**src/rtl/hawk_axi_cl_master.sv**
```systemverilog
// Cacheline-to-AXI4 master: turns single 512-bit read/write requests into 2-beat 256-bit
// INCR bursts, one transaction outstanding, and returns the result on a valid/ready port.
module hawk_axi_cl_master #(
    parameter int unsigned ID_W        = 6,
    parameter int unsigned TIMEOUT_CYC = 1024,
    parameter int unsigned CNT_W       = 32
) (
    input  logic             clk,
    input  logic             rst,
    input  logic             req_valid,
    output logic             req_ready,
    input  logic             req_wr,
    input  logic [63:0]      req_addr,
    input  logic [511:0]     req_wdata,
    input  logic [63:0]      req_wmask,
    output logic             rsp_valid,
    input  logic             rsp_ready,
    output logic             rsp_wr,
    output logic [511:0]     rsp_rdata,
    output logic             rsp_err,
    output logic             axi_awvalid,
    input  logic             axi_awready,
    output logic [ID_W-1:0]  axi_awid,
    output logic [63:0]      axi_awaddr,
    output logic [7:0]       axi_awlen,
    output logic [2:0]       axi_awsize,
    output logic [1:0]       axi_awburst,
    output logic             axi_wvalid,
    input  logic             axi_wready,
    output logic [255:0]     axi_wdata,
    output logic [31:0]      axi_wstrb,
    output logic             axi_wlast,
    input  logic             axi_bvalid,
    output logic             axi_bready,
    input  logic [ID_W-1:0]  axi_bid,
    input  logic [1:0]       axi_bresp,
    output logic             axi_arvalid,
    input  logic             axi_arready,
    output logic [ID_W-1:0]  axi_arid,
    output logic [63:0]      axi_araddr,
    output logic [7:0]       axi_arlen,
    output logic [2:0]       axi_arsize,
    output logic [1:0]       axi_arburst,
    input  logic             axi_rvalid,
    output logic             axi_rready,
    input  logic [ID_W-1:0]  axi_rid,
    input  logic [255:0]     axi_rdata,
    input  logic [1:0]       axi_rresp,
    input  logic             axi_rlast,
    output logic             timeout_err,
    output logic [CNT_W-1:0] wr_cnt,
    output logic [CNT_W-1:0] rd_cnt
);

    localparam int unsigned TmoW = $clog2(TIMEOUT_CYC + 1);

    typedef enum logic [2:0] {
        StIdle, StWrAw, StWrW0, StWrW1, StWrB, StRdAr, StRdR, StResp
    } state_e;

    state_e          state_q, state_d;
    logic [63:0]     addr_q, addr_d;
    logic [511:0]    wdata_q, wdata_d;
    logic [63:0]     wmask_q, wmask_d;
    logic [255:0]    wbeat_q, wbeat_d;
    logic [31:0]     wstrb_q, wstrb_d;
    logic [ID_W-1:0] id_q, id_d;
    logic            req_ready_q, req_ready_d;
    logic            awvalid_q, awvalid_d, wvalid_q, wvalid_d, wlast_q, wlast_d;
    logic            bready_q, bready_d, arvalid_q, arvalid_d, rready_q, rready_d;
    logic            rsp_valid_q, rsp_valid_d, rsp_wr_q, rsp_wr_d, rsp_err_q, rsp_err_d;
    logic [511:0]    rdata_q, rdata_d;
    logic            beat_q, beat_d;
    logic [TmoW-1:0] tmo_q, tmo_d;
    logic            timeout_q, timeout_d;
    logic [CNT_W-1:0] wr_cnt_q, wr_cnt_d, rd_cnt_q, rd_cnt_d;
    logic            busy;

    always_comb begin
        state_d     = state_q;
        addr_d      = addr_q;
        wdata_d     = wdata_q;
        wmask_d     = wmask_q;
        wbeat_d     = wbeat_q;
        wstrb_d     = wstrb_q;
        id_d        = id_q;
        awvalid_d   = awvalid_q;
        wvalid_d    = wvalid_q;
        wlast_d     = wlast_q;
        bready_d    = bready_q;
        arvalid_d   = arvalid_q;
        rready_d    = rready_q;
        rsp_valid_d = rsp_valid_q;
        rsp_wr_d    = rsp_wr_q;
        rsp_err_d   = rsp_err_q;
        rdata_d     = rdata_q;
        beat_d      = beat_q;
        wr_cnt_d    = wr_cnt_q;
        rd_cnt_d    = rd_cnt_q;
        busy        = 1'b0;
        unique case (state_q)
            StIdle: begin
                if (req_valid) begin
                    addr_d    = {req_addr[63:6], 6'b0};
                    wdata_d   = req_wdata;
                    wmask_d   = req_wmask;
                    rsp_wr_d  = req_wr;
                    rsp_err_d = 1'b0;
                    rdata_d   = '0;
                    if (!req_wr) begin
                        arvalid_d = 1'b1;
                        state_d   = StRdAr;
                    end else if (req_wmask == '0) begin
                        // nothing to write: complete locally without touching the bus
                        state_d = StResp;
                    end else begin
                        awvalid_d = 1'b1;
                        state_d   = StWrAw;
                    end
                end
            end
            StWrAw: begin
                busy = 1'b1;
                if (axi_awready) begin
                    awvalid_d = 1'b0;
                    wvalid_d  = 1'b1;
                    wbeat_d   = wdata_q[255:0];
                    wstrb_d   = wmask_q[31:0];
                    wlast_d   = 1'b0;
                    state_d   = StWrW0;
                end
            end
            StWrW0: begin
                busy = 1'b1;
                if (axi_wready) begin
                    wbeat_d = wdata_q[511:256];
                    wstrb_d = wmask_q[63:32];
                    wlast_d = 1'b1;
                    state_d = StWrW1;
                end
            end
            StWrW1: begin
                busy = 1'b1;
                if (axi_wready) begin
                    wvalid_d = 1'b0;
                    wlast_d  = 1'b0;
                    bready_d = 1'b1;
                    state_d  = StWrB;
                end
            end
            StWrB: begin
                busy = 1'b1;
                if (axi_bvalid) begin
                    bready_d  = 1'b0;
                    rsp_err_d = (axi_bresp != 2'b00) || (axi_bid != id_q);
                    id_d      = id_q + ID_W'(1);
                    wr_cnt_d  = (&wr_cnt_q) ? wr_cnt_q : wr_cnt_q + CNT_W'(1);
                    state_d   = StResp;
                end
            end
            StRdAr: begin
                busy = 1'b1;
                if (axi_arready) begin
                    arvalid_d = 1'b0;
                    rready_d  = 1'b1;
                    beat_d    = 1'b0;
                    state_d   = StRdR;
                end
            end
            StRdR: begin
                busy = 1'b1;
                if (axi_rvalid) begin
                    if (beat_q) rdata_d[511:256] = axi_rdata;
                    else        rdata_d[255:0]   = axi_rdata;
                    // rlast must be set on exactly the second beat
                    rsp_err_d = rsp_err_q || (axi_rresp != 2'b00) || (axi_rid != id_q) ||
                                (axi_rlast != beat_q);
                    if (beat_q) begin
                        rready_d = 1'b0;
                        id_d     = id_q + ID_W'(1);
                        rd_cnt_d = (&rd_cnt_q) ? rd_cnt_q : rd_cnt_q + CNT_W'(1);
                        state_d  = StResp;
                    end else begin
                        beat_d = 1'b1;
                    end
                end
            end
            StResp: begin
                if (rsp_valid_q && rsp_ready) begin
                    rsp_valid_d = 1'b0;
                    state_d     = StIdle;
                end else begin
                    rsp_valid_d = 1'b1;
                end
            end
            default: state_d = StIdle;
        endcase

        req_ready_d = (state_d == StIdle);

        if (!busy || (state_d != state_q)) begin
            tmo_d = '0;
        end else if (tmo_q != TmoW'(TIMEOUT_CYC)) begin
            tmo_d = tmo_q + TmoW'(1);
        end else begin
            tmo_d = tmo_q;
        end
        timeout_d = timeout_q || (busy && (tmo_q == TmoW'(TIMEOUT_CYC)));
    end

    always_ff @(posedge clk) begin
        if (rst) begin
            state_q     <= StIdle;
            req_ready_q <= 1'b1;
            awvalid_q   <= 1'b0;
            wvalid_q    <= 1'b0;
            wlast_q     <= 1'b0;
            bready_q    <= 1'b0;
            arvalid_q   <= 1'b0;
            rready_q    <= 1'b0;
            rsp_valid_q <= 1'b0;
            rsp_wr_q    <= 1'b0;
            rsp_err_q   <= 1'b0;
            rdata_q     <= '0;
            id_q        <= '0;
            beat_q      <= 1'b0;
            tmo_q       <= '0;
            timeout_q   <= 1'b0;
            wr_cnt_q    <= '0;
            rd_cnt_q    <= '0;
        end else begin
            state_q     <= state_d;
            req_ready_q <= req_ready_d;
            awvalid_q   <= awvalid_d;
            wvalid_q    <= wvalid_d;
            wlast_q     <= wlast_d;
            bready_q    <= bready_d;
            arvalid_q   <= arvalid_d;
            rready_q    <= rready_d;
            rsp_valid_q <= rsp_valid_d;
            rsp_wr_q    <= rsp_wr_d;
            rsp_err_q   <= rsp_err_d;
            rdata_q     <= rdata_d;
            id_q        <= id_d;
            beat_q      <= beat_d;
            tmo_q       <= tmo_d;
            timeout_q   <= timeout_d;
            wr_cnt_q    <= wr_cnt_d;
            rd_cnt_q    <= rd_cnt_d;
        end
    end

    // Payload registers need no reset; they are only observed alongside a valid.
    always_ff @(posedge clk) begin
        addr_q  <= addr_d;
        wdata_q <= wdata_d;
        wmask_q <= wmask_d;
        wbeat_q <= wbeat_d;
        wstrb_q <= wstrb_d;
    end

    assign req_ready   = req_ready_q;
    assign rsp_valid   = rsp_valid_q;
    assign rsp_wr      = rsp_wr_q;
    assign rsp_rdata   = rdata_q;
    assign rsp_err     = rsp_err_q;
    assign axi_awvalid = awvalid_q;
    assign axi_awid    = id_q;
    assign axi_awaddr  = addr_q;
    assign axi_awlen   = 8'd1;
    assign axi_awsize  = 3'd5;
    assign axi_awburst = 2'b01;
    assign axi_wvalid  = wvalid_q;
    assign axi_wdata   = wbeat_q;
    assign axi_wstrb   = wstrb_q;
    assign axi_wlast   = wlast_q;
    assign axi_bready  = bready_q;
    assign axi_arvalid = arvalid_q;
    assign axi_arid    = id_q;
    assign axi_araddr  = addr_q;
    assign axi_arlen   = 8'd1;
    assign axi_arsize  = 3'd5;
    assign axi_arburst = 2'b01;
    assign axi_rready  = rready_q;
    assign timeout_err = timeout_q;
    assign wr_cnt      = wr_cnt_q;
    assign rd_cnt      = rd_cnt_q;

endmodule

```
**config.mk**
```make
export PLATFORM = sky130hd
export DESIGN_NAME = hawk_axi_cl_master
export DESIGN_NICKNAME = d
export VERILOG_FILES = /design/src/rtl/hawk_axi_cl_master.sv
export SDC_FILE = /design/constraint.sdc
export NUM_CORES = 2
export LEC_CHECK = 0
export CAP_MARGIN = 15
export CORE_AREA = 10 10 766 768
export CTS_CLUSTER_SIZE = 30
export DETAILED_ROUTE_END_ITERATION = 10
export DIE_AREA = 0 0 776 778
export GPL_ROUTABILITY_DRIVEN = 0
export GPL_TIMING_DRIVEN = 0
export SYNTH_ARGS = -nofsm -noshare
export SYNTH_HDL_FRONTEND = slang
export SYNTH_SLANG_ARGS = --single-unit
```
**constraint.sdc**
```tcl
create_clock -name clk -period 41.3 [get_ports clk]
set_clock_uncertainty 0.05 [all_clocks]
set_input_delay 10.325 -clock clk [delete_from_list [all_inputs] [get_ports clk]]
set_output_delay 10.325 -clock clk [all_outputs]
set_load 0.1 [all_outputs]
```
==> run metrics <==
hold path depth 2; number of flops mapped to enable cells by yosys just over 900; Layout Nets ~7500; die area slightly above 0.6 mm²; H-tree Lvls 4; Starting Density 9.64%; Port Buffer Count 1917; leading cell type in the layout, fill and taps excluded clkdlybuf4s50_1; synthesized area about 0.055 mm²; setup bufs post-CTS 0; Post-synth top flop edfxtp_1; slowest CP cell nand2b_1; RSZ-0062 raised after global routing false; worst vdd ir 0.0000406 V; core area 0.571 mm²; via/cell ratio 3.31; Final Setup Violations 0; CP delay by family, top buffers and inverters; CTS max path bufs 4; share of cells above drive strength 1 15.5%; Final Max Slew Viols 0; status finished clean; pin count of the biggest net entering global routing 117; Die Wd 776 µm; Die Span Y roughly 780 µm; crit path cell chain clkdlybuf4s50_1 > nand4_2 > nand2b_1 > nand2_1 > clkbuf_2 > clkbuf_1 > nand3_1 > a21oi_1; WHS Endpoint rsp_rdata[147]; DR pass1 iterations 8; Final Core Density between 10% and 20%; hold_sp rsp_rdata[147]; Reg2Reg Launch Point state_q[0]; final hold viol count 0; Worst EP required between 40000 and 50000 ps; syn_area_per_cell 13.0 µm²; reg2reg end axi_wdata[96]; relative slew slack 10.9%; WL per Instance 32.2 µm; number of buffers and inverters on the critical path 3; initial antenna violation count 271; Power, Total between 0.004 and 0.005 W; Worst-Margin Slew 1330 ps; CTS tree yes; synthesized instance count 4250; Reg clk slew, reported paths 60 ps; PwrDens a little over 50 mW/mm²; all-layer global routing usage 14.5%; first-pass GRT wire length between 500000 and 600000 µm; Leak 29.3 nW; Crit. End Element flip-flop; Worst-Skew Late Latency 890 ps; count of different cell masters after synthesis 58; GR Overflow Total 0; WP data arrival between 10000 and 15000 ps; DRT Wirelength 463000 µm; final period utilization 33.7%; sequential area share after synthesis between 70 and 80%; Iter 0 DRT Violations 4249; P&R area growth vs syn 70.2%; Post-CTS Resized 0; Hold WC Path Type flip-flop to flip-flop; critical path startpoint category input pin; Post-synth ARST share 0%; Worst path depth 8; final hold slack 400 ps; yosys warns 0; max_cap viols 0; clock root buffer clkbuf_16; CP max stage delay 790 ps; DRC 0; vias in the first global route 45600; Final TNS setup 0 ps; min Tclk post-route 13920 ps; Reg2Reg Setup Slack approximately 36000 ps; worst-path fanout max 12; worst r2r path cells 11; crit path kind input pin to flip-flop; fmax 0.0719 GHz; # IOs about 2000; synthesis-stage register bit count 1530; post-DP HPWL 404000 µm; via count 47700; most frequent cells in the layout clkdlybuf4s50_1, edfxtp_1, dfxtp_1; post-route ant nets 0; num rows around 280; TritonCTS Buffers 190; clock tree sinks 1530; cts hold-fix bufs 0
-- metal layers --
layer / up-vias / routed length, µm / share of wire (%) / GRT usage [%]
li1: 20100 / - / - / -
met1: 23400 / 145000 / 31 / 13.2
met2: 3096 / 237000 / 51 / 26.7
met3: 1046 / 44900 / 9.7 / 5.74
met4: 70 / 36200 / 7.8 / 8.98
met5: - / 678 / 0.15 / 0.225
-- state kept, by name, summed over array words and instances (netlist names), 3 cells and up --
name / count
tmo_q: 11
wdata_q: 512
axi_arid: 6
rsp_rdata: 512
wmask_q: 64
state_q: 3
axi_araddr: 58
wr_cnt: 32
axi_wstrb: 32
rd_cnt: 32
axi_wdata: 256
-- power breakdown --
group	leakage [nW]	switching, W	internal, W
clock network	3.19	0.000751	0.00103
registers	13.5	0.0000514	0.00181
logic	12.6	0.000887	0.000288
-- how the worst max path moves through the flow --
stage / end / slack (ps) / startpoint
final: rsp_rdata[408] / 27380 / axi_rvalid
after global routing: rsp_rdata[408] / 27280 / axi_rvalid
after CTS: rsp_rdata[408] / 27210 / axi_rvalid
after detailed placement: rsp_rdata[408] / 26180 / axi_rvalid
after global placement: wdata_q[511] / 8150 / req_valid
after floorplan: axi_awvalid / 17330 / req_valid
-- synth_stat cells (2+ instances only) --
| master | n | area share (%) |
|---|---|---|
| or4b_1 | 3 | 0.055 |
| a21oi_1 | 555 | 5.0 |
| or4_1 | 7 | 0.095 |
| conb_1 | 2 | 0.014 |
| edfxtp_1 | 922 | 50 |
| o311ai_0 | 2 | 0.032 |
| a21o_1 | 2 | 0.027 |
| a31oi_1 | 10 | 0.11 |
| o21a_1 | 2 | 0.027 |
| clkbuf_1 | 266 | 1.8 |
| nor4_1 | 23 | 0.26 |
| a211oi_1 | 3 | 0.041 |
| nor3b_1 | 3 | 0.041 |
| or3_1 | 16 | 0.18 |
| buf_2 | 2 | 0.018 |
| and2_1 | 5 | 0.057 |
| nor3_1 | 14 | 0.13 |
| ha_1 | 5 | 0.11 |
| nand4b_1 | 3 | 0.048 |
| nand2b_1 | 4 | 0.045 |
| nand2_1 | 556 | 3.8 |
| nand3_1 | 538 | 4.9 |
| dfxtp_1 | 608 | 22 |
| buf_4 | 102 | 1.4 |
| nand4_1 | 30 | 0.34 |
| a31o_2 | 4 | 0.064 |
| a311oi_1 | 6 | 0.095 |
| a2111oi_0 | 10 | 0.16 |
| nor4b_1 | 2 | 0.032 |
| mux2_2 | 299 | 6.1 |
| xor2_1 | 17 | 0.27 |
| buf_1 | 21 | 0.14 |
| o211ai_1 | 2 | 0.027 |
| o21ai_0 | 18 | 0.16 |
| nor2_1 | 84 | 0.57 |
| mux2i_1 | 4 | 0.073 |
| and3_1 | 7 | 0.080 |
| and4_1 | 10 | 0.16 |
| o31ai_1 | 7 | 0.095 |
| xnor2_1 | 33 | 0.52 |
| nor2b_1 | 11 | 0.12 |
| inv_1 | 16 | 0.11 |
-- stage by stage --
step | cell area [µm²] | worst slack, ps | cells
2_1_floorplan | 55200 | 17330 | 4286
3_3_place_gp | 83900 | 8150 | 13800
3_5_place_dp | 86800 | 26180 | 13900
4_1_cts | 93300 | 27210 | 14300
5_1_grt | 93600 | 27280 | 14400
6_report | 93700 | 27380 | 14400
-- final cells by class --
type	count	area [µm²]
Antenna cell	131	328
Buffer	391	1880
Clock buffer	239	5200
Clock inverter	107	1360
Fill cell	63000	478000
Inverter	17	71.3
Multi-Input combinational cell	2348	13500
Sequential cell	1530	39900
Tap cell	7560	9460
Timing Repair Buffer	2090	22100
-- worst register-to-register path: stages, from the launching register on --
cell and delay (ps):
dfxtp_1 450, clkbuf_1 460, nor3_1 370, clkbuf_2 530, buf_12 290, buf_2 570
buf_2 480, a21o_4 220, buf_16 190, buf_16 320, buf_16 300, buf_16 430
-- cell families after synthesis --
logic type                 after synthesis  share of synthesized area [%]
xor gates and xnor gates                50                          0.795
DFF                                   1530                           72.4
and+or+nand+nor                       1323                           11.0
AOI/OAI and AO/OA                      629                           6.02
other                                    2                         0.0136
buffers and inverters                  408                           3.48
muxes                                  303                           6.19
adders and majority gates                5                          0.114
(Power assumes the default switching activity.)
